### config.mk
export PLATFORM = sky130hd
export DESIGN_NAME = register_file_param
export DESIGN_NICKNAME = d
export VERILOG_FILES = /design/src/rtl/register_file_param.sv
export SDC_FILE = /design/constraint.sdc
export NUM_CORES = 2
export LEC_CHECK = 0
export CORE_MARGIN = 5
export CORE_UTILIZATION = 40
export DETAILED_ROUTE_END_ITERATION = 6
export GPL_ROUTABILITY_DRIVEN = 0
export PLACE_DENSITY_LB_ADDON = 0.1
export SLEW_MARGIN = 10
export SYNTH_ARGS = -nofsm -noshare
export SYNTH_HDL_FRONTEND = slang
export SYNTH_SLANG_ARGS = --single-unit
### constraint.sdc
create_clock -name clk -period 6.1 [get_ports clk]
set_input_delay 0.61 -clock clk [delete_from_list [all_inputs] [get_ports clk]]
set_output_delay 0.61 -clock clk [all_outputs]
set_load 0.01 [all_outputs]
### src/rtl/register_file_param.sv
// Parameterised register file: two registered read ports with write-first
// bypass, one byte-masked write port, optional hardwired-zero entry 0, and a
// post-reset sweep that zeroes every entry before writes are accepted.

// One byte lane of the write merge: take the new byte when enabled.
module register_file_param_lane (
  input  logic       en,
  input  logic [7:0] old_byte,
  input  logic [7:0] new_byte,
  output logic [7:0] merged
);
  assign merged = en ? new_byte : old_byte;
endmodule

module register_file_param #(
  parameter  int WIDTH    = 64,
  parameter  int DEPTH    = 32,
  parameter  int ZERO_REG = 1,
  localparam int ADDR_W   = (DEPTH > 1) ? $clog2(DEPTH) : 1,
  localparam int NBYTES   = WIDTH / 8
) (
  input  logic              clk,
  input  logic              rst,
  input  logic              regWrite,
  input  logic [ADDR_W-1:0] writeReg,
  input  logic [NBYTES-1:0] writeMask,
  input  logic [WIDTH-1:0]  writeData,
  input  logic [ADDR_W-1:0] readReg1,
  input  logic [ADDR_W-1:0] readReg2,
  output logic [WIDTH-1:0]  readData1,
  output logic [WIDTH-1:0]  readData2,
  output logic              ready
);

  // One extra bit so DEPTH itself is representable when DEPTH is a power of two.
  localparam logic [ADDR_W:0] DEPTH_W = (ADDR_W+1)'(DEPTH);
  localparam logic [ADDR_W:0] LAST_W  = (ADDR_W+1)'(DEPTH - 1);

  typedef enum logic {INIT, RUN} state_t;

  state_t            state, state_nxt;
  logic [ADDR_W-1:0] cnt;
  logic [WIDTH-1:0]  mem [DEPTH];
  logic [WIDTH-1:0]  old_word, merged;
  logic [WIDTH-1:0]  rd1_nxt, rd2_nxt;
  logic              wr_ok;

  function automatic logic in_range(input logic [ADDR_W-1:0] a);
    return {1'b0, a} < DEPTH_W;
  endfunction

  function automatic logic is_zero_reg(input logic [ADDR_W-1:0] a);
    return (ZERO_REG != 0) && (a == '0);
  endfunction

  // Sweep ends on the edge that clears the last entry.
  always_comb begin
    state_nxt = state;
    if (state == INIT && {1'b0, cnt} == LAST_W) state_nxt = RUN;
  end

  // Write acceptance and byte-lane merge against the currently stored word.
  always_comb begin
    wr_ok    = (state == RUN) && regWrite && in_range(writeReg) && !is_zero_reg(writeReg);
    old_word = mem[writeReg];
  end

  for (genvar b = 0; b < NBYTES; b++) begin : g_lane
    register_file_param_lane u_lane (
      .en       (writeMask[b]),
      .old_byte (old_word[8*b +: 8]),
      .new_byte (writeData[8*b +: 8]),
      .merged   (merged[8*b +: 8])
    );
  end

  // Next read values: zero when sweeping/out of range/zero reg, else write-first.
  always_comb begin
    rd1_nxt = '0;
    rd2_nxt = '0;
    if (state == RUN && in_range(readReg1) && !is_zero_reg(readReg1))
      rd1_nxt = (wr_ok && readReg1 == writeReg) ? merged : mem[readReg1];
    if (state == RUN && in_range(readReg2) && !is_zero_reg(readReg2))
      rd2_nxt = (wr_ok && readReg2 == writeReg) ? merged : mem[readReg2];
  end

  // Control state, sweep counter, ready flag and registered read data.
  always_ff @(posedge clk) begin
    if (rst) begin
      state     <= INIT;
      cnt       <= '0;
      ready     <= 1'b0;
      readData1 <= '0;
      readData2 <= '0;
    end else begin
      state     <= state_nxt;
      ready     <= (state_nxt == RUN);
      if (state == INIT) cnt <= cnt + ADDR_W'(1);
      readData1 <= rd1_nxt;
      readData2 <= rd2_nxt;
    end
  end

  // Storage: sweep zeroes one entry per cycle; afterwards accepted writes land.
  always_ff @(posedge clk) begin
    if (!rst) begin
      if (state == INIT)  mem[cnt]      <= '0;
      else if (wr_ok)     mem[writeReg] <= merged;
    end
  end

endmodule
[Word-level counts from Yosys, hierarchy flattened]
Memory sizes are Yosys's and may differ from the RTL's. A register that Yosys moved wholly into a read port is not among the register bits.
Cells that the tools add are included.
Operators by class
  $add $sub $neg: 1
  eq/ne operators: 1
  muxes and demuxes: 18
  bitwise gates (word level): 3
  reduce and logical (&&, ||, !) cells: 14
Operator list (count)
  64-bit two-way mux: 1
  8-bit two-way mux: 8
  64-bit OR reduction: 1
  5-bit logical NOT: 3
  1-bit two-way mux: 8
  5-bit by 1-bit adder with 5-bit output, second input constant: 1
  5-bit equality test, second input constant: 1
  1-bit logical AND: 5
  5-bit two-way mux: 1
  2-bit OR reduction: 2
  1-bit logical NOT: 3
  1-bit NOT: 3
Word-level totals
  register bits: 6
  bits in writable memories: 2048
  input bits: 90
  output and inout port bits: 129
  logic and storage cells: 40
  memories: 1
Memories
  mem: words 32, bits a word 64, read ports 3, clocked after memory_dff 2, wr ports 1, line 43  | logic [WIDTH-1:0] mem [DEPTH];

[Longest topological paths before layout]
  depth in word-level cells: 9
  mapped depth: 13
  depth with buffers taken out: 7

[Modules after synthesis]
Synthesis repeated with hierarchy kept, for this count alone.
Second synthesis, totals
  cells, all modules: 6526
  area total of the unflattened synthesis: 115937.4 um^2
By module, submodules not included
  register_file_param: instances 1, cells each 6454, area an instance 114886.4 um^2, seq. area each 64181.6 um^2
  register_file_param_lane: instances 8, cells each 9, area an instance 131.4 um^2, seq. area each 0.0 um^2

[Least setup slack after synthesis]
OpenSTA, ideal clock, no wires.
  kind: input-to-reg
  start point: input port writeReg[0]
  end point: memory mem[20][0] (enable)
  library setup time: 0.486 ns
  arrival: 4.821 ns
  data required time: 5.614 ns
  setup slack: 0.793 ns
  stages on the path: 8
  path buffers: 3
  cells stage by stage: buf_4 > nor4_4 > a21o_1 > buf_2 > buf_1 > a22o_1 > nand2_1 > nor2_1
On the way
  word-level cells in the longest chain between the ends: 9
  elaborated cells on any way between the ends: 10
  classes of those cells: 6 x mux; 4 x reduce/logical
RTL lines
  from (decl): line 25  | input logic [ADDR_W-1:0] writeReg,
  5-bit logical NOT: line 53  | return (ZERO_REG != 0) && (a == '0);
  1-bit logical NOT: line 64  | wr_ok = (state == RUN) && regWrite && in_range(writeReg) && !is_zero_reg(writeReg);
  1-bit logical AND: line 64
  1-bit two-way mux: line 108  | else if (wr_ok) mem[writeReg] <= merged;
  1-bit two-way mux: line 107  | if (state == INIT) mem[cnt] <= '0;
  1-bit two-way mux: line 106  | if (!rst) begin
  1-bit two-way mux (not written as such): line 108
  64-bit OR reduction (no line)
  5-bit two-way mux (no line) / 1-bit two-way mux (equally long branches)
  to (decl): line 43
Parallel ways exist; a longest one is shown, timed or not.

[Worst setup path after layout]
  start point: register state
  end point: memory mem[0][57] (data pin)
On the way
  word-level cells in the longest chain between the ends: 8
RTL lines
  from (decl): line 41  | state_t state, state_nxt;
  from (signal assigned): line 96  | state <= state_nxt;
  1-bit logical AND (2 in series): line 64
  1-bit two-way mux: line 108
  1-bit two-way mux *: line 107
  1-bit two-way mux *: line 106
  1-bit two-way mux (not written as such) *: line 108
  64-bit OR reduction (no line) *
  64-bit two-way mux (no line) *
Mark *: on every way between the ends. The rest lies on a longest branch, timed or not.

==> impl_metrics.yaml <==
outcome:
  status: "finished with violations"
  violations: "design-rule violations"
cells_and_area:
  fin_util_pct: 45.55
  ff_latch_area_mm2: 0.06418
  multi_input_area_mm2: 0.04915
  fin_nets: 7868
  syn2layout_area_growth_pct: 13.47
  n_fill_cell: 25109
  layout_commonest_cell: "edfxtp_1"
  final_cell_mix: "2,048 x edfxtp_1, 1,644 x mux2i_1, 754 x a22oi_1"
  drive_gt1_share_pct: 19.91
cts:
  clockRootBuffer: "clkbuf_16"
  cts_made_buffers: 246
  h-tree-depth: 4
  clk-insertion-delay-late_ns: 0.98
  hold_buffers: 0
  cts_tree: "built"
  clock_sinks: 2182
  postCtsSetupRepairBufs: 0
  cts_resized: 0
  cts.clk_slew.worst_paths_ns: 0.06
  clockBufferDepth: 4
timing:
  period_minus_slack_ns: 4.261
  final.setup_skew_ns: 0.07634
  setup_viol: 0
  worst_pin_slew_ns: 1.269
  fin_crit_sh_pct: 69.85
  timing.fmax_mhz: 234.7
  rsz0062_at_grt: "no"
  hold_slack_ns: 0.3751
  maxSlewHeadroom_pct: 15.40
  slew_violations: 0
  setup_ws_ns: 1.839
  finalHoldViolations: 0
  fin_setup_tns_ns: 0
worst_setup_path:
  critPathCaptureType: "flip-flop"
  cp_cell_sequence: "nand3b_1 > a21oi_4 > buf_4 > buf_4 > o21ai_0 > or3_1 > inv_1"
  critical_path.startpoint: "state"
  reg2reg_depth: 7
  critPathKind: "flip-flop to flip-flop"
  startpoint_type: "flip-flop"
  slowest_delay_ns: 0.67
  crit_arrival_ns: 4.89
  reg2reg_from: "state"
  worstPathRequired_ns: 6.73
  cp_common_cell: "buf_4"
  crit_path_max_fanout: 32
  slowest_stage: "dfxtp_1"
pwr:
  power_mw: 34.70
  pwr_density_cell_mw_per_mm2: 262.1
  leakage_nw: 47.99
  irDropWorstVdd_v: 0.0002437
grt:
  met1_usage_pct: 45.16
  grt_use_total_pct: 33.83
  grt.overflow.total: 0
  top_usage_layer: "met2"
  grtUsageMet2_pct: 52.87
  grt_pass1_vias: 83373
  met3_usage_pct: 6.972
  grt_pass1_wl_um: 710700
  grt_max_degree: 112
  antenna_found_initial: 22
detailed_routing:
  drt-initial-drc-count: 11804
  avgRoutedWirePerCell_um: 44.27
  routed_wl_um: 526800
  drt-pass1-iter-count: 7
  vias: 84757
  viasPerCell: 7.122
  postRouteAntennaNets: 0
  drc: 1
logic_synthesis:
  synth_nets: 7781
  synth_cells: 7689
  synth_top_area_share_pct: 52.72
  synth.area.top_cells: "edfxtp_1 53%, mux4_2 14%, mux2i_1 14%"
  synth_edf_count: 2048
  ys_ff_latch: 2182
  yosysWarnings: 0
  synth.cell_area_mm2: 0.1167
  ys_async_sr_fraction_pct: 0
  ys_types: 68
  synth_seq_area_share_pct: 55.02
  ys.flop_type: "edfxtp_1"
  yosysTopAreaCell: "edfxtp_1"
  avgSynthCellArea_um2: 15.17
min_path:
  min_path_cells: 4
  hold_start: "readReg1[2]"
  hold_class: "input pin to flip-flop"
floorplanning:
  die_w_um: 550.1
  die_y_um: 550.1
  coreArea_mm2: 0.2906
  start_util_pct: 40.15
  ios: 219
  die_area_mm2: 0.3026
  rows: 198
place:
  portBuffers: 218
  dp_slack_ns: 1.211
  dp_hpwl_um: 306500
flow_run:
  drv_cap: 0
[metrics by stage]
| step | std cells | cell area, µm² |
|---|---|---|
| finish | 11900 | 132400 |
| global route | 11891 | 132400 |
| CTS | 11885 | 132300 |
| detailed placement | 11428 | 124300 |
| global placement | 11428 | 124300 |
| floorplan | 7689 | 116700 |
[critical path: cells and delay by family (launching register included)]
family / cells / cell delay [ns]
flops: 1 / 0.67
simple gates: 2 / 0.80
compound gates: 2 / 0.79
buf+inv: 3 / 1.59
[synthesized netlist by cell type (20+ instances only)]
master / number
or3_1: 20
dfxtp_1: 134
mux4_2: 741
o22ai_1: 173
mux2i_1: 1644
buf_4: 60
a211oi_1: 150
edfxtp_1: 2048
nand2_1: 53
o41ai_1: 25
o21ai_0: 78
nand4_1: 87
a21oi_1: 25
o2111ai_1: 29
nor3_1: 35
buf_1: 63
a221oi_1: 49
nor4_1: 34
nor2_1: 204
a22oi_1: 754
a2111oi_0: 41
a22o_1: 66
nand3_1: 282
o211ai_1: 54
inv_1: 95
clkbuf_1: 312
buf_6: 23
buf_2: 244
[final cells by class]
cell class | count | area share, %
clock buffer | 333 | 5.171
clock inverter | 124 | 0.8932
inverter | 99 | 0.2864
sequential | 2182 | 48.49
timing repair buffer | 548 | 4.321
tap | 3900 | 3.686
antenna | 15 | 0.02836
multi-input combinational | 4699 | 37.13
[where the power goes]
part	switching, mW	total (mW)	internal, mW
clock network	6.35	15.0	8.66
logic	2.25	3.42	1.17
registers	0.0547	16.3	16.2
[cell families (layout without fill, tap and decap cells)]
family	Yosys count	in the layout	synth area share, %
simple gates	780	780	3.364
mux	2402	2402	28.57
buf+inv	808	1104	3.296
compound gates	1506	1506	9.661
flops	2182	2182	55.02
fa+ha+maj	2	2	0.02145
other cells	0	15	0
xor+xnor	9	9	0.06757
[layer usage]
layer	vias to the layer above	wire [µm]
li1	32532	-
met4	18	31700
met3	1461	53020
met1	44873	203000
met5	-	134
met2	5873	239000
[state kept, by name (all words and copies together) (netlist names)]
name and count:
readData2 64, state 1, cnt 5, readData1 64, mem 2048
[worst paths after layout]
| path | slack (ns) | end |
|---|---|---|
| max reg2reg | 1.84 | mem[0][57] |
| max | 1.84 | mem[0][57] |
| min reg2reg | 0.66 | cnt[0] |
| min | 0.38 | readData1[39] |
Note: power is estimated with default switching activity, not from simulation.
